### config.mk
export PLATFORM = sky130hd
export DESIGN_NAME = morse_tx
export DESIGN_NICKNAME = d
export VERILOG_FILES = /design/src/rtl/morse_tx.sv
export SDC_FILE = /design/constraint.sdc
export NUM_CORES = 1
export LEC_CHECK = 0
export CAP_MARGIN = 10
export CORE_AREA = 2 2 107 109
export DETAILED_ROUTE_END_ITERATION = 10
export DIE_AREA = 0 0 109 111
export SKIP_CTS_REPAIR_TIMING = 1
export SLEW_MARGIN = 20
export SYNTH_ARGS = -nofsm -noshare
export SYNTH_HDL_FRONTEND = slang
export SYNTH_SLANG_ARGS = --single-unit
export TNS_END_PERCENT = 50
### constraint.sdc
create_clock -name clock -period 3.65 [get_ports clock]
set_clock_uncertainty 0.05 [all_clocks]
set_input_delay 0.9125 -clock clock [delete_from_list [all_inputs] [get_ports clock]]
set_output_delay 0.9125 -clock clock [all_outputs]
set_load 0.01 [all_outputs]
### src/rtl/morse_tx.sv
// Morse keyer: sends one ITU letter (A-Z) as a timed on/off pattern.
// Supports an inter-letter gap, letter repeat, abort and invalid-code error.
module morse_tx #(
  parameter int TICK_DIV  = 25000000,
  parameter int GAP_UNITS = 2,
  parameter int CNT_W     = 25
) (
  input  logic       clock,
  input  logic       reset_n,
  input  logic       start,
  input  logic       abort,
  input  logic       rpt,
  input  logic [4:0] sel,
  output logic       out,
  output logic       busy,
  output logic       done,
  output logic       err
);

  typedef enum logic [1:0] {IDLE, SEND, GAP} state_t;

  localparam int GW = (GAP_UNITS > 1) ? $clog2(GAP_UNITS) : 1;
  localparam logic [CNT_W-1:0] TICK_MAX = CNT_W'(TICK_DIV - 1);
  localparam logic [GW-1:0] GAP_MAX =
    GW'((GAP_UNITS > 0) ? GAP_UNITS - 1 : 0);

  // {n, code}: n symbols, first symbol at code[n-1], 1 = dash
  function automatic logic [17:0] lookup(input logic [4:0] s);
    logic [6:0]  nc;
    logic [13:0] p;
    logic [4:0]  l;
    nc = '0;
    p  = '0;
    l  = '0;
    case (s)
      5'd0:    nc = {3'd2, 4'b0001};
      5'd1:    nc = {3'd4, 4'b1000};
      5'd2:    nc = {3'd4, 4'b1010};
      5'd3:    nc = {3'd3, 4'b0100};
      5'd4:    nc = {3'd1, 4'b0000};
      5'd5:    nc = {3'd4, 4'b0010};
      5'd6:    nc = {3'd3, 4'b0110};
      5'd7:    nc = {3'd4, 4'b0000};
      5'd8:    nc = {3'd2, 4'b0000};
      5'd9:    nc = {3'd4, 4'b0111};
      5'd10:   nc = {3'd3, 4'b0101};
      5'd11:   nc = {3'd4, 4'b0100};
      5'd12:   nc = {3'd2, 4'b0011};
      5'd13:   nc = {3'd2, 4'b0010};
      5'd14:   nc = {3'd3, 4'b0111};
      5'd15:   nc = {3'd4, 4'b0110};
      5'd16:   nc = {3'd4, 4'b1101};
      5'd17:   nc = {3'd3, 4'b0010};
      5'd18:   nc = {3'd3, 4'b0000};
      5'd19:   nc = {3'd1, 4'b0001};
      5'd20:   nc = {3'd3, 4'b0001};
      5'd21:   nc = {3'd4, 4'b0001};
      5'd22:   nc = {3'd3, 4'b0011};
      5'd23:   nc = {3'd4, 4'b1001};
      5'd24:   nc = {3'd4, 4'b1011};
      5'd25:   nc = {3'd4, 4'b1100};
      default: nc = '0;
    endcase
    for (int i = 3; i >= 0; i--) begin
      if (i < int'(nc[6:4])) begin
        if (nc[i]) begin
          p = {p[9:0], 4'b1110};
          l = l + 5'd4;
        end else begin
          p = {p[11:0], 2'b10};
          l = l + 5'd2;
        end
      end
    end
    p = p << (5'd14 - l);
    return {p, l[3:0]};
  endfunction

  state_t           state, state_n;
  logic [13:0]      sh, sh_n, lat_pat, lat_pat_n;
  logic [3:0]       bits, bits_n, lat_len, lat_len_n;
  logic [CNT_W-1:0] tick, tick_n;
  logic [GW-1:0]    gcnt, gcnt_n;
  logic             out_n, busy_n, done_n, err_n;
  logic             fin, ld;
  logic [13:0]      lk_pat, ld_pat;
  logic [3:0]       lk_len, ld_len;

  assign {lk_pat, lk_len} = lookup(sel);

  always_comb begin
    state_n   = state;
    sh_n      = sh;
    bits_n    = bits;
    tick_n    = tick;
    gcnt_n    = gcnt;
    lat_pat_n = lat_pat;
    lat_len_n = lat_len;
    out_n     = out;
    busy_n    = busy;
    done_n    = 1'b0;
    err_n     = 1'b0;
    fin       = 1'b0;
    ld        = 1'b0;
    ld_pat    = lk_pat;
    ld_len    = lk_len;
    if (abort) begin
      state_n = IDLE;
      out_n   = 1'b0;
      busy_n  = 1'b0;
    end else begin
      unique case (state)
        IDLE: begin
          out_n  = 1'b0;
          busy_n = 1'b0;
          if (start) begin
            if (sel < 5'd26) begin
              ld        = 1'b1;
              lat_pat_n = lk_pat;
              lat_len_n = lk_len;
            end else begin
              err_n = 1'b1;
            end
          end
        end
        SEND: begin
          if (tick != '0) begin
            tick_n = tick - 1'b1;
          end else if (bits != 4'd0) begin
            sh_n   = {sh[12:0], 1'b0};
            bits_n = bits - 4'd1;
            tick_n = TICK_MAX;
            out_n  = sh[12];
          end else if (GAP_UNITS > 0) begin
            state_n = GAP;
            out_n   = 1'b0;
            tick_n  = TICK_MAX;
            gcnt_n  = GAP_MAX;
          end else begin
            fin = 1'b1;
          end
        end
        GAP: begin
          if (tick != '0) begin
            tick_n = tick - 1'b1;
          end else if (gcnt != '0) begin
            gcnt_n = gcnt - 1'b1;
            tick_n = TICK_MAX;
          end else begin
            fin = 1'b1;
          end
        end
        default: state_n = IDLE;
      endcase
      // repeat replays the latched letter, never the live sel
      if (fin) begin
        if (rpt) begin
          ld     = 1'b1;
          ld_pat = lat_pat;
          ld_len = lat_len;
        end else begin
          state_n = IDLE;
          out_n   = 1'b0;
          busy_n  = 1'b0;
          done_n  = 1'b1;
        end
      end
      if (ld) begin
        state_n = SEND;
        sh_n    = ld_pat;
        bits_n  = ld_len - 4'd1;
        tick_n  = TICK_MAX;
        out_n   = ld_pat[13];
        busy_n  = 1'b1;
      end
    end
  end

  always_ff @(posedge clock or negedge reset_n) begin
    if (!reset_n) begin
      state   <= IDLE;
      sh      <= '0;
      bits    <= '0;
      tick    <= '0;
      gcnt    <= '0;
      lat_pat <= '0;
      lat_len <= '0;
      out     <= 1'b0;
      busy    <= 1'b0;
      done    <= 1'b0;
      err     <= 1'b0;
    end else begin
      state   <= state_n;
      sh      <= sh_n;
      bits    <= bits_n;
      tick    <= tick_n;
      gcnt    <= gcnt_n;
      lat_pat <= lat_pat_n;
      lat_len <= lat_len_n;
      out     <= out_n;
      busy    <= busy_n;
      done    <= done_n;
      err     <= err_n;
    end
  end

endmodule

Yosys cells after proc, flatten, opt, wreduce, memory -nomap -nowiden
Memories as Yosys holds them, arrays and structs flattened.
Cells that the tools add are included.
- input bits: 10
- word-level logic and storage cells: 124
- output and inout port bits: 4
- flip-flop bits (word level): 67
- memories kept: 1
- memory bits (read-only): 224
- memories (name ; words ; width ; rd ports ; clocked after memory_dff ; wr ports ; RTL line ; RTL):
    (no name shown) ; 32 ; 7 ; 1 ; 0 ; 0 ; 35 ; case (s)
- bitwise gates (word level): 1
- equality and inequality tests: 7
- $add $sub $neg: 11
- shift operators: 1
- order comparisons: 5
- reduce and logical (&&, ||, !) cells: 12
- mux-type cells: 75
- operators with widths (kind ; count):
    2-to-1 mux 14 bit ; 9
    2-to-1 mux 25 bit ; 4
    2-to-1 mux 13 bit ; 4
    case mux 25 bit (2 select lines) ; 1
    2-to-1 mux 5 bit ; 7
    2-to-1 mux 1 bit ; 32
    2-to-1 mux 4 bit ; 8
    nonzero test 25 bit ; 1
    subtractor 25 x 1 -> 25 bit (second input constant) ; 1
    adder 5 x 2 -> 5 bit (second input constant) ; 3
    adder 5 x 3 -> 5 bit (second input constant) ; 3
    left shift 14 x 5 -> 14 bit ; 1
    2-to-1 mux 2 bit ; 6
    AND reduction 4 bit ; 2
    subtractor 4 x 1 -> 4 bit (second input constant) ; 2
    < comparator 1 x 3 -> 1 bit (first input constant) ; 2
    < comparator 2 x 3 -> 1 bit (first input constant) ; 2
    inequality test 2 bit (second input constant) ; 3
    nonzero test 2 bit ; 3
    < comparator 5 bit (second input constant) ; 1
    AND reduction 5 bit ; 1
    subtractor 4 x 5 -> 5 bit (first input constant) ; 1
    inequality test 4 bit (second input constant) ; 1
    case mux 1 bit (2 select lines) ; 2
    12 further kinds ; 12

Depth between registers and ports, before layout
An unclocked memory read counts as a cell.
- word-level depth: 18
- depth in mapped cells: 21

Worst setup path before layout
No wires, ideal clock.
- kind: input -> register
- start: input sel[0]
- end: register sh[11]
- path buffers: 1
- arrival: 4.446 ns
- setup slack: -0.910 ns
- stages on the path: 17
- required time: 3.536 ns
- path through: inv_1 -> ha_1 -> or4b_4 -> o211ai_1 -> a32oi_1 -> o21ai_0 -> ha_1 -> nor2_1 -> a211oi_1 -> ha_1 -> and3_1 -> mux2_4 -> nand2b_4 -> buf_6 -> or3_1 -> a21boi_2 -> a211o_1
- longest elaborated chain between the ends: 17
- elaborated cells on any way between the ends: 43
- RTL lines (item ; RTL line ; RTL):
    from (decl) ; 13 ; input logic [4:0] sel,
    memory read (32 x 7 bit) ; - ;
    < comparator 2 x 3 -> 1 bit / 2-to-1 mux 3 bit (equally long branches) ; 65, 66 ;
    2-to-1 mux 5 bit ; 65 ; if (i < int'(nc[6:4])) begin
    adder 5 x 2 -> 5 bit / adder 5 x 3 -> 5 bit (equally long branches) ; 71, 68 ;
    2-to-1 mux 5 bit ; 66 ; if (nc[i]) begin
    2-to-1 mux 5 bit ; 65 ;
    adder 5 x 2 -> 5 bit / adder 5 x 3 -> 5 bit (equally long branches) ; 71, 68 ;
    2-to-1 mux 5 bit ; 66 ;
    2-to-1 mux 5 bit ; 65 ;
    adder 5 x 2 -> 5 bit / adder 5 x 3 -> 5 bit (equally long branches) ; 71, 68 ;
    2-to-1 mux 5 bit ; 66 ;
    2-to-1 mux 5 bit ; 65 ;
    subtractor 4 x 5 -> 5 bit ; 75 ; p = p << (5'd14 - l);
    left shift 14 x 5 -> 14 bit ; 75 ;
    2-to-1 mux 14 bit ; 157 ; if (rpt) begin
    2-to-1 mux 14 bit ; 156 ; if (fin) begin
    2-to-1 mux 13 bit ; 168 ; if (ld) begin
    to (signal assigned) ; 194 ; sh <= sh_n;
    to (decl) ; 80 ; logic [13:0] sh, sh_n, lat_pat, lat_pat_n;
Parallel ways exist; a longest one is shown, timed or not. The select of a mux whose other input is x is not followed.
A chain may end at the register's enable or synchronous reset.

Final worst setup path
- start: input sel[0]
- end: register lat_pat[13]
- longest elaborated chain between the ends: 14
- elaborated cells on any way between the ends: 31
- RTL lines (item ; RTL line ; RTL):
    memory read (32 x 7 bit) ; - ;
    < comparator 2 x 3 -> 1 bit / 2-to-1 mux 3 bit (equally long branches) ; 65, 66 ;
    2-to-1 mux 5 bit ; 65 ;
    adder 5 x 2 -> 5 bit / adder 5 x 3 -> 5 bit (equally long branches) ; 71, 68 ;
    2-to-1 mux 5 bit ; 66 ;
    2-to-1 mux 5 bit ; 65 ;
    adder 5 x 2 -> 5 bit / adder 5 x 3 -> 5 bit (equally long branches) ; 71, 68 ;
    2-to-1 mux 5 bit ; 66 ;
    2-to-1 mux 5 bit ; 65 ;
    adder 5 x 2 -> 5 bit / adder 5 x 3 -> 5 bit (equally long branches) ; 71, 68 ;
    2-to-1 mux 5 bit ; 66 ;
    2-to-1 mux 5 bit ; 65 ;
    subtractor 4 x 5 -> 5 bit ; 75 ;
    left shift 14 x 5 -> 14 bit ; 75 ;
    to (signal assigned) ; 198 ; lat_pat <= lat_pat_n;
    to (decl) ; 80 ;
Parallel ways exist; a longest one is shown, timed or not.

==> flow_metrics.py <==
metrics = {
    "worst_setup_path": {
        "cp_max_fo": 4,
        "worst_setup_path_start_kind": "input port",
        "required_ns": 3.84,
        "worst_ep_arrival_time_ns": 4.61,
        "worstSetupPathType": "input port to flop",
        "crit_path_end_kind": "flop",
    },
    "synthesis": {
        "synth_cell_types": 78,
        "syn_area_per_cell_um2": 8.48,
        "netlist.top_cell.by_area": "dfrtp_1",
        "synthSimpleGateAreaFrac_pct": 27.4,
        "synth_compound_area_share_pct": 23.2,
        "muxShareOfSynthArea_pct": 2.22,
        "async_flop_share_pct": 100,
        "ys.flop_type": "dfrtp_1",
        "netlist_top_cells_area": "dfrtp_1 36%, nand2_1 5.6%, nor2_1 5.2%",
        "netlist_area_um2": 4510,
        "yosys_warnings": 0,
        "netlist_instances": 532,
        "syn-num-nets": 554,
        "synthAdderAreaFrac_pct": 3.33,
        "yosys.area_share.xor_xnor_pct": 4.44,
        "yosysTopAreaCellShare_pct": 35.5,
        "synth-edff-count": 0,
        "ys_ff_latch": 64,
        "ys_seq_area_share_pct": 35.5,
        "synth_top_family_by_area": "simple AND/OR/NAND/NOR gates",
    },
    "clocking": {
        "cts_tree": "yes",
        "insertion_delay_ns": 0.33,
        "htreeDepth": 3,
        "numClockSinks": 64,
        "clockBufferDepth": 2,
        "numCtsBuffers": 9,
        "root_buffer": "clkbuf_16",
        "clkTransAtPathRegs_ns": 0.05,
    },
    "finish": {
        "layout.cells.most_common": "buf_4",
        "final_cells": 801,
        "syn2layout_area_growth_pct": 37.6,
        "register_area_um2": 1600,
        "layout_common_cells": "118 x buf_4, 64 x dfrtp_1, 63 x nand2_1",
        "nets": 676,
        "layout-drive-gt1-share_pct": 31.5,
        "final_core_util_pct": 56.0,
        "diodes": 0,
        "multi_input_area_um2": 3010,
        "finish.instance_area_um2": 6200,
        "fill_cells": 982,
    },
    "die": {
        "core_um2": 11100,
        "die_area_um2": 12100,
        "rows": 39,
        "die_h_um": 111,
        "ioPinCount": 14,
        "start_util_pct": 40.7,
        "die_w_um": 109,
    },
    "placement": {
        "place_inst": 774,
        "gp_congestion": 0.906,
        "placed_cell_area_um2": 5660,
        "io_buffers": 13,
        "place_hpwl_um": 9510,
    },
    "sta": {
        "fin_crit_sh_pct": 121,
        "setup_ws_ns": -0.771,
        "setup_viol": 31,
        "slew_headroom_pct": 56.3,
        "tns_ns": -15.83,
        "worst_slew_pin_slew_ns": 0.649,
        "finalCriticalPeriod_ns": 4.42,
        "finalHoldViolCount": 0,
        "fmax_mhz": 226,
        "slew_viol_final": 0,
        "rsz0062_at_grt": "yes",
    },
    "job": {
        "drv_cap": 0,
    },
    "power_and_ir_drop": {
        "power_mw": 2.81,
        "peakVddDrop_mv": 0.317,
        "p_per_area_nw_per_um2": 454,
        "leakage_nw": 2.64,
    },
    "routing": {
        "routed_wl_um": 12700,
        "ant_nets": 0,
        "drt-pass1-iter-count": 4,
        "post_drt_wl_per_cell_um": 15.8,
        "drt_iter0_markers": 248,
        "route.detailed.drc": 0,
        "dr_total_vias": 4465,
        "vias_per_cell": 5.57,
    },
    "outcome": {
        "status": "finished, violations left",
        "violations": "negative setup slack",
    },
    "grt": {
        "grt_usage_pct": 21.8,
        "grt_overflow": 0,
        "grt_pass1_wl_um": 21100,
        "grt_max_degree": 44,
        "grt_pass1_vias": 4382,
        "antenna_found_initial": 0,
    },
    "hold_path": {
        "hold_class": "flop to flop",
    },
}
==> metrics by stage <==
stage          hold WS (ns)  worst slack (ns)
2_1_floorplan         0.387            -0.541
3_3_place_gp          0.403             -1.26
3_5_place_dp          0.411             -1.35
4_1_cts               0.422             -1.02
5_1_grt               0.446            -0.927
6_report              0.423            -0.771
==> sequential cells by signal, indices dropped and copies added (netlist names) <==
register  cells
busy          1
done          1
out           1
gcnt          1
state         2
lat_len       3
tick         25
sh           12
bits          4
lat_pat      13
err           1
==> worst max-delay path, cell delays in order <==
cell and delay, ns:
buf_6 0.07, buf_8 0.11, inv_12 0.03, ha_4 0.24
or4b_4 0.46, o211a_4 0.18, nor4_4 0.37, nor2_2 0.11
ha_4 0.30, nor2_4 0.04, a211oi_2 0.21, ha_2 0.25
nor2_1 0.05, o21ai_1 0.12, o2111ai_2 0.21, nor2_4 0.19
mux2_4 0.32, o21a_1 0.19, o31ai_1 0.23
==> cells in the mapped netlist, types with 5 or more instances <==
master / number
inv_1: 10
nor2_1: 62
buf_2: 5
a22oi_1: 5
nor4_1: 7
or4_1: 8
o21ai_0: 23
and2_1: 5
nor2b_1: 7
nand3_1: 11
and3_1: 9
xnor2_1: 15
a21o_1: 5
o21ai_1: 8
ha_1: 12
a211oi_1: 8
nor3_1: 17
o211ai_1: 6
nand4_1: 7
a31oi_1: 10
nand2b_1: 7
a32oi_1: 6
dfrtp_1: 64
xor2_1: 6
a21oi_1: 27
clkbuf_1: 15
nand2_1: 67
a22o_1: 6
or3_1: 7
==> where the power goes <==
| group | internal [mW] | total (mW) | switching (mW) | leakage [nW] |
|---|---|---|---|---|
| combinational | 0.555 | 1.14 | 0.582 | 1.76 |
| clock | 0.455 | 0.740 | 0.285 | 0.121 |
| sequential | 0.847 | 0.938 | 0.0911 | 0.759 |
==> final cells by class <==
class | count | area share [%]
clock inverters | 1 | 0.0807
multi-input cells | 431 | 48.5
inverters | 10 | 0.928
well taps | 143 | 2.88
flip-flops and latches | 64 | 25.8
clock buffers | 14 | 3.93
repair buffers | 138 | 17.9
==> cell families after synthesis <==
group	count (synthesis)
flip-flops	64
multiplexers	9
AND/OR/NAND/NOR	241
buffers and inverters	37
XOR/XNOR	22
adder cells (fa/ha/maj)	12
AO/OA/AOI/OAI	147
==> per-layer routing <==
metal | part of all wire (%) | vias up | track usage, %
li1 | - | 2204 | -
met1 | 45 | 2152 | 28.1
met2 | 51 | 91 | 37.3
met3 | 2.5 | 18 | 2.94
met4 | 1.8 | 0 | 7.01
met5 | 0 | - | 0
==> path summary, 6_finish.rpt <==
kind,startpoint,endpoint,slack [ns],cells after the start
setup / recovery,sel[0],lat_pat[13],-0.77,19
max in group asynchronous,reset_n,tick[19],2.14,2
hold reg to reg,lat_pat[10],lat_pat[10],0.42,2
min in group asynchronous,reset_n,sh[1],0.49,1
setup reg to reg,tick[17],bits[2],0.25,11
hold / removal,lat_pat[10],lat_pat[10],0.42,2
Note: power is estimated with default switching activity, not from simulation.
